File: config.mk
export PLATFORM = sky130hd
export DESIGN_NAME = seq_mult_param_flat
export DESIGN_NICKNAME = d
export VERILOG_FILES = /design/src/rtl/seq_mult_pkg.sv /design/src/rtl/seq_mult_param_if.sv /design/src/rtl/seq_mult_param_shift_add_dp.sv /design/src/rtl/seq_mult_param.sv /design/src/flat_wrapper.sv
export SDC_FILE = /design/constraint.sdc
export NUM_CORES = 1
export LEC_CHECK = 0
export CAP_MARGIN = 20
export CORE_UTILIZATION = 55
export CTS_CLUSTER_SIZE = 14
export DETAILED_ROUTE_END_ITERATION = 8
export MAX_ROUTING_LAYER = met4
export PLACE_DENSITY = 0.79
export SLEW_MARGIN = 20
export SYNTH_ARGS = -nofsm -noshare
export SYNTH_HDL_FRONTEND = slang
export SYNTH_SLANG_ARGS = --single-unit
File: constraint.sdc
create_clock -name clk -period 2.2 [get_ports clk]
set_input_delay 0.44 -clock clk [delete_from_list [all_inputs] [get_ports clk]]
set_output_delay 0.44 -clock clk [all_outputs]
set_load 0.01 [all_outputs]
File: src/rtl/seq_mult_pkg.sv
// Shared types and helpers for the parametrised sequential shift-add multiplier.
package seq_mult_pkg;

   localparam int unsigned MAX_W = 32;

   typedef enum logic [2:0] {
      IDLE = 3'd0,
      CALC = 3'd1,
      FIX  = 3'd2,
      DONE = 3'd3
   } state_e;

   // Two's-complement magnitude; callers truncate to their own operand width.
   function automatic logic [MAX_W-1:0] abs_val(input logic [MAX_W-1:0] x, input logic neg);
      return neg ? MAX_W'(-x) : x;
   endfunction

endpackage

File: src/rtl/seq_mult_param_if.sv
// Start/busy/done handshake and operand/result bus of the sequential multiplier.
interface seq_mult_param_if #(
   parameter int unsigned WIDTH = 8
) ();

   logic                 start;
   logic                 signed_mode;
   logic [WIDTH-1:0]     a;
   logic [WIDTH-1:0]     b;
   logic                 busy;
   logic                 done;
   logic [2*WIDTH-1:0]   prod;

   modport master (
      output start, signed_mode, a, b,
      input  busy, done, prod
   );

   modport slave (
      input  start, signed_mode, a, b,
      output busy, done, prod
   );

endinterface

File: src/rtl/seq_mult_param_shift_add_dp.sv
// Shift-add datapath: accumulator, multiplier shift register and (WIDTH+1)-bit adder.
module shift_add_dp #(
   parameter int unsigned WIDTH = 8
) (
   input  logic                 clk,
   input  logic                 rst,
   input  logic                 load,
   input  logic                 step,
   input  logic [WIDTH-1:0]     mcand_in,
   input  logic [WIDTH-1:0]     mplr_in,
   output logic [2*WIDTH-1:0]   prod_raw
);

   logic [WIDTH:0]   acc_q, acc_d, sum;
   logic [WIDTH-1:0] mcand_q, mcand_d;
   logic [WIDTH-1:0] mplr_q, mplr_d;

   // Add when the multiplier LSB is set, then shift {acc,mplr} right with the carry kept.
   always_comb begin
      sum     = acc_q + (mplr_q[0] ? {1'b0, mcand_q} : '0);
      acc_d   = acc_q;
      mcand_d = mcand_q;
      mplr_d  = mplr_q;
      if (load) begin
         acc_d   = '0;
         mcand_d = mcand_in;
         mplr_d  = mplr_in;
      end else if (step) begin
         acc_d  = {1'b0, sum[WIDTH:1]};
         mplr_d = {sum[0], mplr_q[WIDTH-1:1]};
      end
   end

   always_ff @(posedge clk or posedge rst) begin
      if (rst) begin
         acc_q   <= '0;
         mcand_q <= '0;
         mplr_q  <= '0;
      end else begin
         acc_q   <= acc_d;
         mcand_q <= mcand_d;
         mplr_q  <= mplr_d;
      end
   end

   assign prod_raw = {acc_q[WIDTH-1:0], mplr_q};

endmodule

File: src/rtl/seq_mult_param.sv
// Sequential shift-add multiplier, unsigned or two's-complement, fixed WIDTH+2 cycle latency.
module seq_mult_param
   import seq_mult_pkg::*;
#(
   parameter int unsigned WIDTH = 8
) (
   input  logic           clk,
   input  logic           rst,
   seq_mult_param_if.slave bus
);

   localparam int unsigned CNT_W = $clog2(WIDTH + 1);
   localparam int unsigned PW    = 2 * WIDTH;

   state_e            state_q, state_d;
   logic [CNT_W-1:0]  cnt_q, cnt_d;
   logic              neg_q, neg_d;
   logic              busy_q, busy_d;
   logic              done_q, done_d;
   logic [PW-1:0]     prod_q, prod_d;
   logic [PW-1:0]     prod_raw;
   logic              dp_load, dp_step;
   logic              a_neg, b_neg;
   logic [WIDTH-1:0]  mcand_in, mplr_in;

   // Operands enter the datapath as magnitudes; the sign is reapplied in FIX.
   always_comb begin
      a_neg    = bus.signed_mode & bus.a[WIDTH-1];
      b_neg    = bus.signed_mode & bus.b[WIDTH-1];
      mcand_in = WIDTH'(abs_val(MAX_W'(bus.a), a_neg));
      mplr_in  = WIDTH'(abs_val(MAX_W'(bus.b), b_neg));
   end

   always_comb begin
      state_d = state_q;
      cnt_d   = cnt_q;
      neg_d   = neg_q;
      busy_d  = busy_q;
      prod_d  = prod_q;
      done_d  = (state_q == DONE);
      dp_load = 1'b0;
      dp_step = 1'b0;
      case (state_q)
         IDLE: begin
            if (bus.start) begin
               state_d = CALC;
               cnt_d   = '0;
               neg_d   = a_neg ^ b_neg;
               busy_d  = 1'b1;
               dp_load = 1'b1;
            end
         end
         CALC: begin
            dp_step = 1'b1;
            cnt_d   = CNT_W'(cnt_q + 1'b1);
            if (cnt_q == CNT_W'(WIDTH - 1)) state_d = FIX;
         end
         FIX: begin
            prod_d  = neg_q ? -prod_raw : prod_raw;
            busy_d  = 1'b0;
            state_d = DONE;
         end
         DONE:    state_d = IDLE;
         default: state_d = IDLE;
      endcase
   end

   always_ff @(posedge clk or posedge rst) begin
      if (rst) begin
         state_q <= IDLE;
         cnt_q   <= '0;
         neg_q   <= 1'b0;
         busy_q  <= 1'b0;
         done_q  <= 1'b0;
         prod_q  <= '0;
      end else begin
         state_q <= state_d;
         cnt_q   <= cnt_d;
         neg_q   <= neg_d;
         busy_q  <= busy_d;
         done_q  <= done_d;
         prod_q  <= prod_d;
      end
   end

   shift_add_dp #(.WIDTH(WIDTH)) u_dp (
      .clk      (clk),
      .rst      (rst),
      .load     (dp_load),
      .step     (dp_step),
      .mcand_in (mcand_in),
      .mplr_in  (mplr_in),
      .prod_raw (prod_raw)
   );

   assign bus.busy = busy_q;
   assign bus.done = done_q;
   assign bus.prod = prod_q;

endmodule

File: src/flat_wrapper.sv
// flat-port wrapper written by rule: the top's interface ports become plain ports
module seq_mult_param_flat import seq_mult_pkg::*;
#(
   parameter int unsigned WIDTH = 8
)
  (clk, rst, bus_start, bus_signed_mode, bus_a, bus_b, bus_busy, bus_done, bus_prod);
  seq_mult_param_if #(.WIDTH(WIDTH)) bus_i ();
  input  logic clk;
  input  logic rst;
  input wire logic [$bits(bus_i.start)-1:0] bus_start;
  input wire logic [$bits(bus_i.signed_mode)-1:0] bus_signed_mode;
  input wire logic [$bits(bus_i.a)-1:0] bus_a;
  input wire logic [$bits(bus_i.b)-1:0] bus_b;
  output wire logic [$bits(bus_i.busy)-1:0] bus_busy;
  output wire logic [$bits(bus_i.done)-1:0] bus_done;
  output wire logic [$bits(bus_i.prod)-1:0] bus_prod;
  assign bus_i.start = bus_start;
  assign bus_i.signed_mode = bus_signed_mode;
  assign bus_i.a = bus_a;
  assign bus_i.b = bus_b;
  assign bus_busy = bus_i.busy;
  assign bus_done = bus_i.done;
  assign bus_prod = bus_i.prod;
  seq_mult_param #(.WIDTH(WIDTH)) u_core (.clk(clk), .rst(rst), .bus(bus_i));
endmodule
* Word level (Yosys, flattened, before mapping)
Index checks and enable logic that the tools add are counted.
** Word-level totals
- Memory bits (read-only) :: 0
- Bits in registers :: 51
- Logic and storage cells :: 49
- Bits in latches :: 0
- Memory bits (writable) :: 0
- Input port bits :: 20
- Memories :: 0
** Cells by class
- Div/mod/pow operators :: 0
- Bitwise operators :: 3
- Order comparisons :: 0
- Add/sub/neg operators :: 5
- Equality and inequality tests :: 6
- Multiply operators :: 0
- Shifts and indexed selects :: 0
- Reductions and logical operators :: 8
- Muxes and demuxes :: 18
** Operators with widths (count)
- two-way mux 8 bit :: 5
- two-way mux 9 bit :: 2
- two-way mux 16 bit :: 1
- negation 16 bit :: 1
- negation 8 bit :: 2
- adder 9 bit :: 1
- case mux 3 bit (3 select lines) :: 1
- case mux 4 bit (2 select lines) :: 1
- AND reduction 2 bit :: 4
- == test 3 x 2 -> 1 bit, second input constant :: 2
- two-way mux 3 bit :: 2
- nonzero test 2 bit :: 3
- adder 4 x 1 -> 4 bit, second input constant :: 1
- == test 4 x 3 -> 1 bit, second input constant :: 1
- two-way mux 1 bit :: 4
- two-way mux 4 bit :: 1
- == test 3 x 1 -> 1 bit, second input constant :: 1
- logical NOT 3 bit :: 1
- AND 1 bit :: 2
- != test 2 x 1 -> 1 bit, second input constant :: 1
- != test 2 bit, second input constant :: 1
- case mux 1 bit (2 select lines) :: 1
- bitwise XOR 1 bit :: 1

* Depth between registers and ports, before layout
Gate-level depths: netlist (run 1).
- Depth in word-level cells :: 4
- Mapped depth :: 8
- Gate-level depth less buffers :: 7

* Cells and area by module
From an unflattened synthesis (run 1), not the netlist that was laid out.
** Unflattened totals
- Cell total of the unflattened synthesis :: 310
- Area total of the unflattened synthesis :: 3025.4 um^2
** Modules (own cells, without submodules)
- seq_mult_param :: times used 1, area an instance 1682.9 um^2, cells an instance 184, sequential area each 625.6 um^2
- shift_add_dp :: times used 1, area an instance 1342.5 um^2, cells an instance 126, sequential area each 600.6 um^2

* Least setup slack after synthesis (run 1)
No wires, ideal clock.
- Path kind :: flip-flop to flip-flop
- Start point :: register u_core.u_dp.mplr_q[0]
- End point :: register u_core.u_dp.acc_q[5]
- Setup time :: 0.070 ns
- Arrival time :: 1.931 ns
- Cell stages (with the launch flop) :: 9
- Path slack :: 0.199 ns
- Path through :: dfrtp_1 -> clkbuf_1 -> and2_1 -> ha_1 -> fa_1 -> a21o_1 -> a211o_1 -> a21oi_1 -> nand3b_1
** On the way
- Longest elaborated chain between the ends :: 4
** Ends and longest elaborated chain
- start: declaration :: line seq_mult_param_shift_add_dp.sv:16 : logic [WIDTH-1:0] mplr_q, mplr_d;
- start signal: assignment :: line seq_mult_param_shift_add_dp.sv:42 : mplr_q <= mplr_d;
- two-way mux 8 bit :: line seq_mult_param_shift_add_dp.sv:20 : sum = acc_q + (mplr_q[0] ? {1'b0, mcand_q} : '0);
- adder 9 bit :: line seq_mult_param_shift_add_dp.sv:20
- two-way mux 9 bit :: line seq_mult_param_shift_add_dp.sv:28 : end else if (step) begin
- two-way mux 9 bit :: line seq_mult_param_shift_add_dp.sv:24 : if (load) begin
- end signal: assignment :: line seq_mult_param_shift_add_dp.sv:36 : acc_q <= '0;
- end signal: assignment :: line seq_mult_param_shift_add_dp.sv:40 : acc_q <= acc_d;
- end: declaration :: line seq_mult_param_shift_add_dp.sv:14 : logic [WIDTH:0] acc_q, acc_d, sum;
Every way passes these cells. The select of a mux whose other input is x is not followed.
A chain may end at the register's enable or synchronous reset.

* Worst setup path in the final report (run 1)
Ends and elaborated chain as after synthesis.

==> results of run 1 <==
final timing paths:
kind,endpoint,cells after the start
max,u_core.u_dp.acc_q[5],7
min,u_core.bus.prod[14],2
max reg2reg,u_core.u_dp.acc_q[5],7
min reg2reg,u_core.u_dp.mcand_q[5],2
max in group asynchronous,u_core.u_dp.mplr_q[0],3
min in group clk,u_core.u_dp.mcand_q[5],2
state kept, by name, summed over array words and instances (netlist names):
| signal | flops |
|---|---|
| u_core.bus.busy | 1 |
| u_core.bus.done | 1 |
| u_core.bus.prod | 16 |
| u_core.cnt_q | 4 |
| u_core.neg_q | 1 |
| u_core.state_q | 2 |
| u_core.u_dp.acc_q | 8 |
| u_core.u_dp.mcand_q | 8 |
| u_core.u_dp.mplr_q | 8 |
per-stage QoR:
stage	total power, W	hold slack, ps	setup slack, ps	util	instances
floorplan	0.003419	442.4	199.2	-	335
detailed placement	0.004281	468.0	130.0	0.6835	438
global placement	0.004181	459.8	198.9	0.6835	438
CTS	0.004953	458.8	103.6	0.7057	446
global route	0.005370	494.1	29.96	0.7059	446
finish	0.004944	448.6	149.6	0.7059	446
synthesized netlist by cell type, types with 3 or more instances:
library cell,instances
clkbuf_1,12
xor2_1,11
nor2_1,33
o21ai_0,24
dfrtp_1,49
nor3_1,11
mux2i_1,8
nand3b_1,4
o31ai_1,3
nand2_1,23
ha_1,16
a21oi_1,26
inv_1,13
nor2b_1,5
buf_1,3
mux2_2,3
o21a_1,4
a21o_1,4
xnor2_1,13
and2_1,9
a211oi_1,8
and3_1,3
a31oi_1,4
nand3_1,9
or3_1,3
per-layer routing:
metal	part of all wire	vias up
li1	-	1289
met1	0.47	1221
met2	0.48	51
met3	0.033	12
met4	0.022	0
met5	0	-
worst max-delay path, delay by kind of cell, from the launching register on:
| kind | cells | cell delay (ps) |
|---|---|---|
| adders and majority gates | 2 | 620 |
| and+or+nand+nor | 2 | 280 |
| DFF | 1 | 490 |
| AOI/OAI and AO/OA | 3 | 610 |
report_power, final:
part | total (W) | internal [W] | switching [W]
Sequential | 0.00171 | 0.00132 | 0.000393
Clock | 0.000665 | 0.000371 | 0.000295
Combinational | 0.00257 | 0.00121 | 0.00135
Total | 0.00494 | 0.00290 | 0.00204
area by class of cell:
| type | count | area share |
|---|---|---|
| multi-input combinational | 256 | 0.4707 |
| tap | 70 | 0.02369 |
| sequential | 49 | 0.3320 |
| clock buffer | 7 | 0.02335 |
| timing repair buffer | 49 | 0.1279 |
| clock inverter | 1 | 0.008122 |
| inverter | 14 | 0.01421 |
cell families after synthesis:
kind of cell,after synthesis
buffers and inverters,30
adders and majority gates,17
AOI/OAI and AO/OA,90
xor gates and xnor gates,24
muxes,11
DFF,49
and+or+nand+nor,114
==> flow_summary.ini, run 1 <==
[status]
status = finished clean

[synth]
synth_area_um2 = 3080
synth_flop_cell = dfrtp_1
synth_area_leader_cell = dfrtp_1
synth_compound_area_frac = 0.1962
synth-edff-count = 0
syn-num-nets = 372
synth_top_family_by_area = compound AO/OA/AOI/OAI gates
synth_area_leaders = dfrtp_1, ha_1, a21oi_1
synth_adder_area_share = 0.07149
synthCells = 335
ys_async_sr_fraction = 1.000
ys_seq_area_frac = 0.3981
yosys_warnings = 0
synth_xor_area_frac = 0.06824
ys_types = 55
synth-simple-area-share = 0.1921
synth-seq-cells = 49
syn_area_per_cell_um2 = 9.195
netlist.area_leader.share = 0.3981
synth.area.mux_share = 0.03696

[global_route]
grt_util_met2 = 0.3920
grt-busiest-layer = met2
grt_use_met3 = 0.03929
grt_overflow_total = 0
grt_pass1_vias = 2468
grt_max_degree = 31
antenna_found_initial = 0
grt_pass1_wl_mm = 11.18
grt_usage = 0.2441
use_met1 = 0.3034

[clock_tree]
htreeDepth = 2
insertion_delay_ps = 310
clkSlewWorstSetupHoldPaths_ps = 90
cts_made_buffers = 5
post_cts_buffers = 0
clockRootBuffer = clkbuf_8
cts_sinks = 49
cts_resized = 0
cts_tree = built
hold_buffers = 0
clk_path_buf_depth = 2

[sta]
slew_violations = 0
fin_worst_skew_ps = 4.341
grt_setup_unrepaired = no
timing.final.crit_share = 0.9320
fmax_ghz = 0.4877
tightest_slew_ps = 512.8
setup_violations = 0
fin_crit_ps = 2050
fin_setup_tns_ps = 0
slew_headroom = 0.6537
finalHoldViolations = 0

[finish]
regArea_um2 = 1227
final_cell_mix = dfrtp_1, clkdlybuf4s50_1, nor2_1
layout_commonest_cell = dfrtp_1
areaGrowthSynthToFinish_pct = 20.02
antennaDiodeCount = 0
multi_input_area_um2 = 1740
layout-drive-gt1-share = 0.08777
nFillCells = 421
final_area_um2 = 3697
fin_nets = 412

[worst_setup_path]
cp_slowest_cell = dfrtp_2
crit_required_ps = 2440
startpoint = u_core.u_dp.mplr_q[0]
start_kind = flip-flop
r2r_slack_ps = 150
crit_fanout = 13
r2r-start = u_core.u_dp.mplr_q[0]
path_class = flip-flop to flip-flop
cp.arrival_ps = 2290
timing.critical_path.to_type = flip-flop
max_stage_delay_ps = 490
crit_path_cell_trace = and2_1 -> ha_1 -> fa_1 -> a21o_1 -> a211o_1 -> a21oi_1 -> nand3b_1

[place]
place_area_um2 = 3580
port_buffers = 37
post-dp-hpwl_mm = 4.789
gp_congestion = 0.8412

[detailed_routing]
post-route-drc-count = 0
drtIter0Drc = 134
drtPass1Iterations = 4
routed_via_density = 5.769
wl_per_cell_um = 14.28
vias = 2573
antenna_left = 0
wl_mm = 6.371

[run]
cap_violations = 0

[floorplan]
io_pins = 38
placementRows = 26
initial_utilization = 0.5882
core_area_um2 = 5238
die_height_um = 76.84
die_w_um = 76.84
dieArea_um2 = 5904

[power]
p_leak_nw = 1.624
ir_worst_vdd_mv = 0.6857
p_per_area_nw_per_um2 = 1337

[hold_path]
hold_class = primary input to asynchronous set/reset pin
No activity file was read; power rests on OpenSTA's default activity.
==> run 2, diff against run 1 <==
--- a/config.mk
+++ b/config.mk
@@ -5,6 +5,7 @@
 export SDC_FILE = /design/constraint.sdc
 export NUM_CORES = 1
 export LEC_CHECK = 0
+export ABC_CLOCK_PERIOD_IN_PS = 2200
 export CAP_MARGIN = 20
 export CORE_UTILIZATION = 55
 export CTS_CLUSTER_SIZE = 14
@@ -15,3 +16,4 @@
 export SYNTH_ARGS = -nofsm -noshare
 export SYNTH_HDL_FRONTEND = slang
 export SYNTH_SLANG_ARGS = --single-unit
+export TNS_END_PERCENT = 5
==> results of run 2 <==
No change in the layout: final DEF, timing and power equal those of run 1.
